### src/rtl/nv_host_int_evarb.sv
// Host interrupt event arbiter: per-source saturating pending counters, round-robin
// selection and a registered valid/ready output. Optional macro: NV_HOST_INT_EVARB_PRIO0_EN.
module nv_host_int_evarb #(
    parameter  int EV_W    = 2,
    parameter  int CNT_W   = 4,
    localparam int NUM_SRC = 2**EV_W
) (
    input  logic               sysclk_slcg,
    input  logic               reset_,
    input  logic [NUM_SRC-1:0] ev_req,
    output logic [EV_W-1:0]    o_pd,
    output logic               o_pvld,
    input  logic               o_prdy,
    output logic [NUM_SRC-1:0] ovf,
    input  logic [NUM_SRC-1:0] ovf_clr,
    output logic               o_idle
);

`ifdef NV_HOST_INT_EVARB_PRIO0_EN
    localparam bit PRIO0 = 1'b1;
`else
    localparam bit PRIO0 = 1'b0;
`endif

    // With source-0 priority, the round-robin search only considers sources 1..NUM_SRC-1
    localparam logic [NUM_SRC-1:0] RR_MASK = PRIO0 ? {{(NUM_SRC-1){1'b1}}, 1'b0} : '1;
    localparam logic [CNT_W-1:0]   CNT_MAX = '1;

    logic [CNT_W-1:0]   cnt [NUM_SRC];
    logic [NUM_SRC-1:0] elig;
    logic [NUM_SRC-1:0] rr_cand;
    logic [NUM_SRC-1:0] dec;
    logic [NUM_SRC-1:0] ovf_set;
    logic [EV_W-1:0]    rr_ptr;
    logic [EV_W-1:0]    sel;
    logic [EV_W-1:0]    idx;
    logic               found;
    logic               any_elig;
    logic               load_en;
    logic               rr_upd;

    always_comb begin
        for (int i = 0; i < NUM_SRC; i++) begin
            elig[i] = (cnt[i] != '0);
        end
        rr_cand  = elig & RR_MASK;
        any_elig = |elig;
    end

    always_comb begin
        sel   = '0;
        idx   = '0;
        found = 1'b0;
        if (PRIO0 && elig[0]) begin
            found = 1'b1;
        end
        for (int k = 1; k <= NUM_SRC; k++) begin
            idx = rr_ptr + EV_W'(k);
            if (!found && rr_cand[idx]) begin
                sel   = idx;
                found = 1'b1;
            end
        end
    end

    assign load_en = (!o_pvld || o_prdy) && any_elig;
    assign rr_upd  = load_en && !(PRIO0 && (sel == '0));
    assign o_idle  = !o_pvld && !any_elig;

    always_comb begin
        for (int i = 0; i < NUM_SRC; i++) begin
            dec[i]     = load_en && (sel == EV_W'(i));
            ovf_set[i] = ev_req[i] && !dec[i] && (cnt[i] == CNT_MAX);
        end
    end

    // An event arriving in the same cycle as a grant cancels out, so a saturated
    // counter only drops events when it is not being drained
    always_ff @(posedge sysclk_slcg or negedge reset_) begin
        if (!reset_) begin
            for (int i = 0; i < NUM_SRC; i++) begin
                cnt[i] <= '0;
            end
            ovf <= '0;
        end else begin
            for (int i = 0; i < NUM_SRC; i++) begin
                if (ev_req[i] && !dec[i] && (cnt[i] != CNT_MAX)) begin
                    cnt[i] <= cnt[i] + 1'b1;
                end else if (!ev_req[i] && dec[i]) begin
                    cnt[i] <= cnt[i] - 1'b1;
                end
            end
            ovf <= (ovf & ~ovf_clr) | ovf_set;
        end
    end

    always_ff @(posedge sysclk_slcg or negedge reset_) begin
        if (!reset_) begin
            o_pd   <= '0;
            o_pvld <= 1'b0;
            rr_ptr <= EV_W'(NUM_SRC - 1);
        end else begin
            if (load_en) begin
                o_pd   <= sel;
                o_pvld <= 1'b1;
            end else if (o_prdy) begin
                o_pvld <= 1'b0;
            end
            if (rr_upd) begin
                rr_ptr <= sel;
            end
        end
    end

endmodule

### config.mk
export PLATFORM = sky130hd
export DESIGN_NAME = nv_host_int_evarb
export DESIGN_NICKNAME = d
export VERILOG_FILES = /design/src/rtl/nv_host_int_evarb.sv
export SDC_FILE = /design/constraint.sdc
export NUM_CORES = 1
export LEC_CHECK = 0
export CAP_MARGIN = 20
export CORE_UTILIZATION = 50
export DETAILED_ROUTE_END_ITERATION = 8
export PLACE_DENSITY = 0.74
export SYNTH_ARGS = -nofsm -noshare
export SYNTH_HDL_FRONTEND = slang
export SYNTH_SLANG_ARGS = --single-unit
### constraint.sdc
create_clock -name sysclk_slcg -period 3.9 [get_ports sysclk_slcg]
set_input_delay 0.585 -clock sysclk_slcg [delete_from_list [all_inputs] [get_ports sysclk_slcg]]
set_output_delay 0.585 -clock sysclk_slcg [all_outputs]
set_load 0.02 [all_outputs]
==> results_dict.tcl <==
set metrics [dict create \
    antenna_left 0 \
    synth-warning-count 0 \
    critPathMaxFanout 7 \
    gp_congestion 0.853 \
    slew_violations 0 \
    drcViolationCount 0 \
    fin_crit_sh_pct 85.2 \
    netlist.area_leader.share_pct 33.5 \
    initial_core_util_pct 54.6 \
    rsz0062_at_grt "no" \
    cts_tree "yes" \
    fillers 279 \
    swShare_pct 44.7 \
    cts_made_buffers 3 \
    core_area_mm2 0.00315 \
    nets 204 \
    syn_inst 157 \
    routedWlPerCell_um 15.8 \
    synthTopCellsByCount "dfrtp_1, inv_1, mux2i_1" \
    powerDensity_mw_per_mm2 871 \
    placed_cells 219 \
    status "finished, final reports clean" \
    hold_path_class "reg2reg" \
    clock_sinks 25 \
    firstDrtPassIters 4 \
    final_layout_size_suffix_gt1_share_pct 13.9 \
    synth_area_mm2 0.00172 \
    hold_slack_ns 0.519 \
    cts-root-buf "clkbuf_4" \
    die_h_um 60.7 \
    power.switching_mw 0.784 \
    clkPwrFrac_pct 7.0 \
    ys_seq_elements 25 \
    cellLeakagePower_nw 0.849 \
    cts_resized 0 \
    via_per_inst 5.91 \
    drt-initial-drc-count 69 \
    worstMarginPinSlew_ns 0.585 \
    grt_pass1_vias 1306 \
    setup.worst_path.class "reg2reg" \
    hold_viol 0 \
    p_comb_share_pct 61.2 \
    synth_edf_count 0 \
    critPathCaptureType "flop" \
    synth.net_count 180 \
    maxCapViolCount 0 \
    yosysMostFrequentCell "dfrtp_1" \
    ys_seq_area_share_pct 36.5 \
    h-tree-depth 1 \
    hpwlAfterDp_um 2680 \
    min_period_ns 3.32 \
    wirelength_um 3530 \
    postSynthAreaPerCell_um2 11.0 \
    synth_area_leaders "dfrtp_1, ha_1, mux2i_1, fa_1, xnor2_1" \
    postCtsSetupBuffers 0 \
    setup_violations 0 \
    critPathLaunchType "flop" \
    hold_buffers 0 \
    die_w_um 60.7 \
    clockBufferDepth 2 \
    port_buffers 18 \
    ys_async_sr_fraction_pct 100 \
    die-area_mm2 0.00368 \
    ys_types 47 \
    place_ws_ns 0.601 \
    gr-total-overflow 0 \
    irDropWorstVdd_uv 359 \
    critPathRequiredTime_ns 4.13 \
    total_power_mw 1.75 \
    grt_pass1_wl_um 6090 \
    diodes 0 \
    p_seq_share_pct 31.7 \
    clk_latency_ns 0.33 \
    ios 19 \
    instances_no_fill 224 \
    antenna_found_initial 0 \
    clkTransAtPathRegs_ns 0.14 \
    fin_ws_ns 0.579 \
    grt_max_degree 25 \
    fin_setup_tns_ns 0 \
    row_count 20 \
    skew_ns 0.00507 \
    worst_ep_arrival_time_ns 3.55 \
    grt.total_usage_pct 22.6 \
    via_count 1324 \
    max_freq_mhz 301 \
    ys.flop_type "dfrtp_1" \
    syn_to_final_growth_pct 17.0 \
    yosysTopAreaCell "dfrtp_1" \
    internal_power_mw 0.969 \
    max_slew_margin_pct 60.6 \
]
[worst max-delay path: stages, from the launching register on]
cell and delay, ns:
dfrtp_1 0.49, nor4_2 0.58, o2bb2ai_1 0.24, a211oi_4 0.45, nand3_4 0.19, nand3_1 0.20, ha_1 0.26, a21o_1 0.18
a21o_1 0.21, and2_1 0.16, mux2i_1 0.15, o22ai_1 0.10
[state kept, by name, indices dropped and copies added, names as in the netlist]
name / flops
o_pd: 2
o_pvld: 1
rr_ptr: 2
ovf: 4
cnt: 16
[power by group through the flow]
stage          registers, mW  clock network, mW  logic (mW)
2_1_floorplan          0.549                  0       0.813
6_report               0.557              0.124        1.07
4_1_cts                0.553              0.125        1.08
5_1_grt                0.580              0.135        1.19
3_5_place_dp           0.557                  0        1.08
3_3_place_gp           0.545                  0        1.01
[layout make-up]
| class | count | area [um2] | area share [%] |
|---|---|---|---|
| multi-input cells | 117 | 1030 | 51.3 |
| flip-flops and latches | 25 | 628 | 31.2 |
| repair buffers | 24 | 233 | 11.6 |
| well taps | 44 | 55.1 | 2.73 |
| inverters | 10 | 37.5 | 1.86 |
| clock buffers | 4 | 26.3 | 1.31 |
[cells by family (layout without fill, tap and decap cells)]
logic type                 Yosys count  in the layout  synth area share [%]
adders and majority gates           12             12                  10.5
AOI/OAI and AO/OA                   40             40                  19.4
and+or+nand+nor                     39             39                  14.9
DFF                                 25             25                  36.5
xor gates and xnor gates            10             10                  5.09
buffers and inverters               15             38                  3.42
muxes                               16             16                  10.2
[worst paths after layout]
kind | from | to | slack [ns] | cells past startpoint
worst max-delay path | cnt[1]$_DFFE_PN0P_ | cnt[15]$_DFFE_PN0P_ | 0.58 | 11
worst min-delay path | o_pd[0]$_DFFE_PN0P_ | o_pd[0]$_DFFE_PN0P_ | 0.52 | 1
worst max register to register | cnt[1]$_DFFE_PN0P_ | cnt[15]$_DFFE_PN0P_ | 0.58 | 11
worst min register to register | o_pd[0]$_DFFE_PN0P_ | o_pd[0]$_DFFE_PN0P_ | 0.52 | 1
max in group asynchronous | reset_ | rr_ptr[1]$_DFFE_PN1P_ | 2.65 | 3
min in group asynchronous | reset_ | o_pvld$_DFFE_PN0P_ | 0.56 | 1
[placed cells by master, fill, tap and decap left out, drive strengths merged, types with 2 or more instances in the layout]
master	synthesis	layout
a21o	6	6
a21oi	2	2
a22oi	2	2
a2bb2oi	2	2
and2	5	5
and3b	2	2
buf	3	6
clkbuf	2	4
clkdlybuf4s50	0	18
dfrtp	23	23
dfstp	2	2
fa	4	4
ha	8	8
inv	10	10
mux2	6	6
mux2i	10	10
nand2	6	6
nand2b	4	4
nand3	4	4
nand4	5	5
nor2	4	4
nor3	2	2
nor4	4	4
o21a	3	3
o21ai	2	2
o22a	2	2
o22ai	6	6
o2bb2ai	2	2
o311ai	2	2
o31ai	4	4
o32ai	2	2
o41ai	2	2
xnor2	8	8
xor2	2	2
[layer usage]
metal  vias up  share of wire [%]  global-route usage, %  wire length (um)
met3         5                2.9                   2.56               102
li1        635                  -                      -                 -
met5         -                  0                      0                 0
met4         0                1.5                   9.09                53
met1       655                 44                   30.2              1550
met2        29                 52                   37.8              1830
[per-stage QoR]
| stage | util [%] | cell area, um2 |
|---|---|---|
| finish | 63.8 | 2010 |
| global route | 63.8 | 2010 |
| CTS | 63.4 | 2000 |
| detailed placement | 62.5 | 1970 |
| global placement | 62.5 | 1970 |
| floorplan | - | 1720 |
No activity file was read; power rests on OpenSTA's default activity.
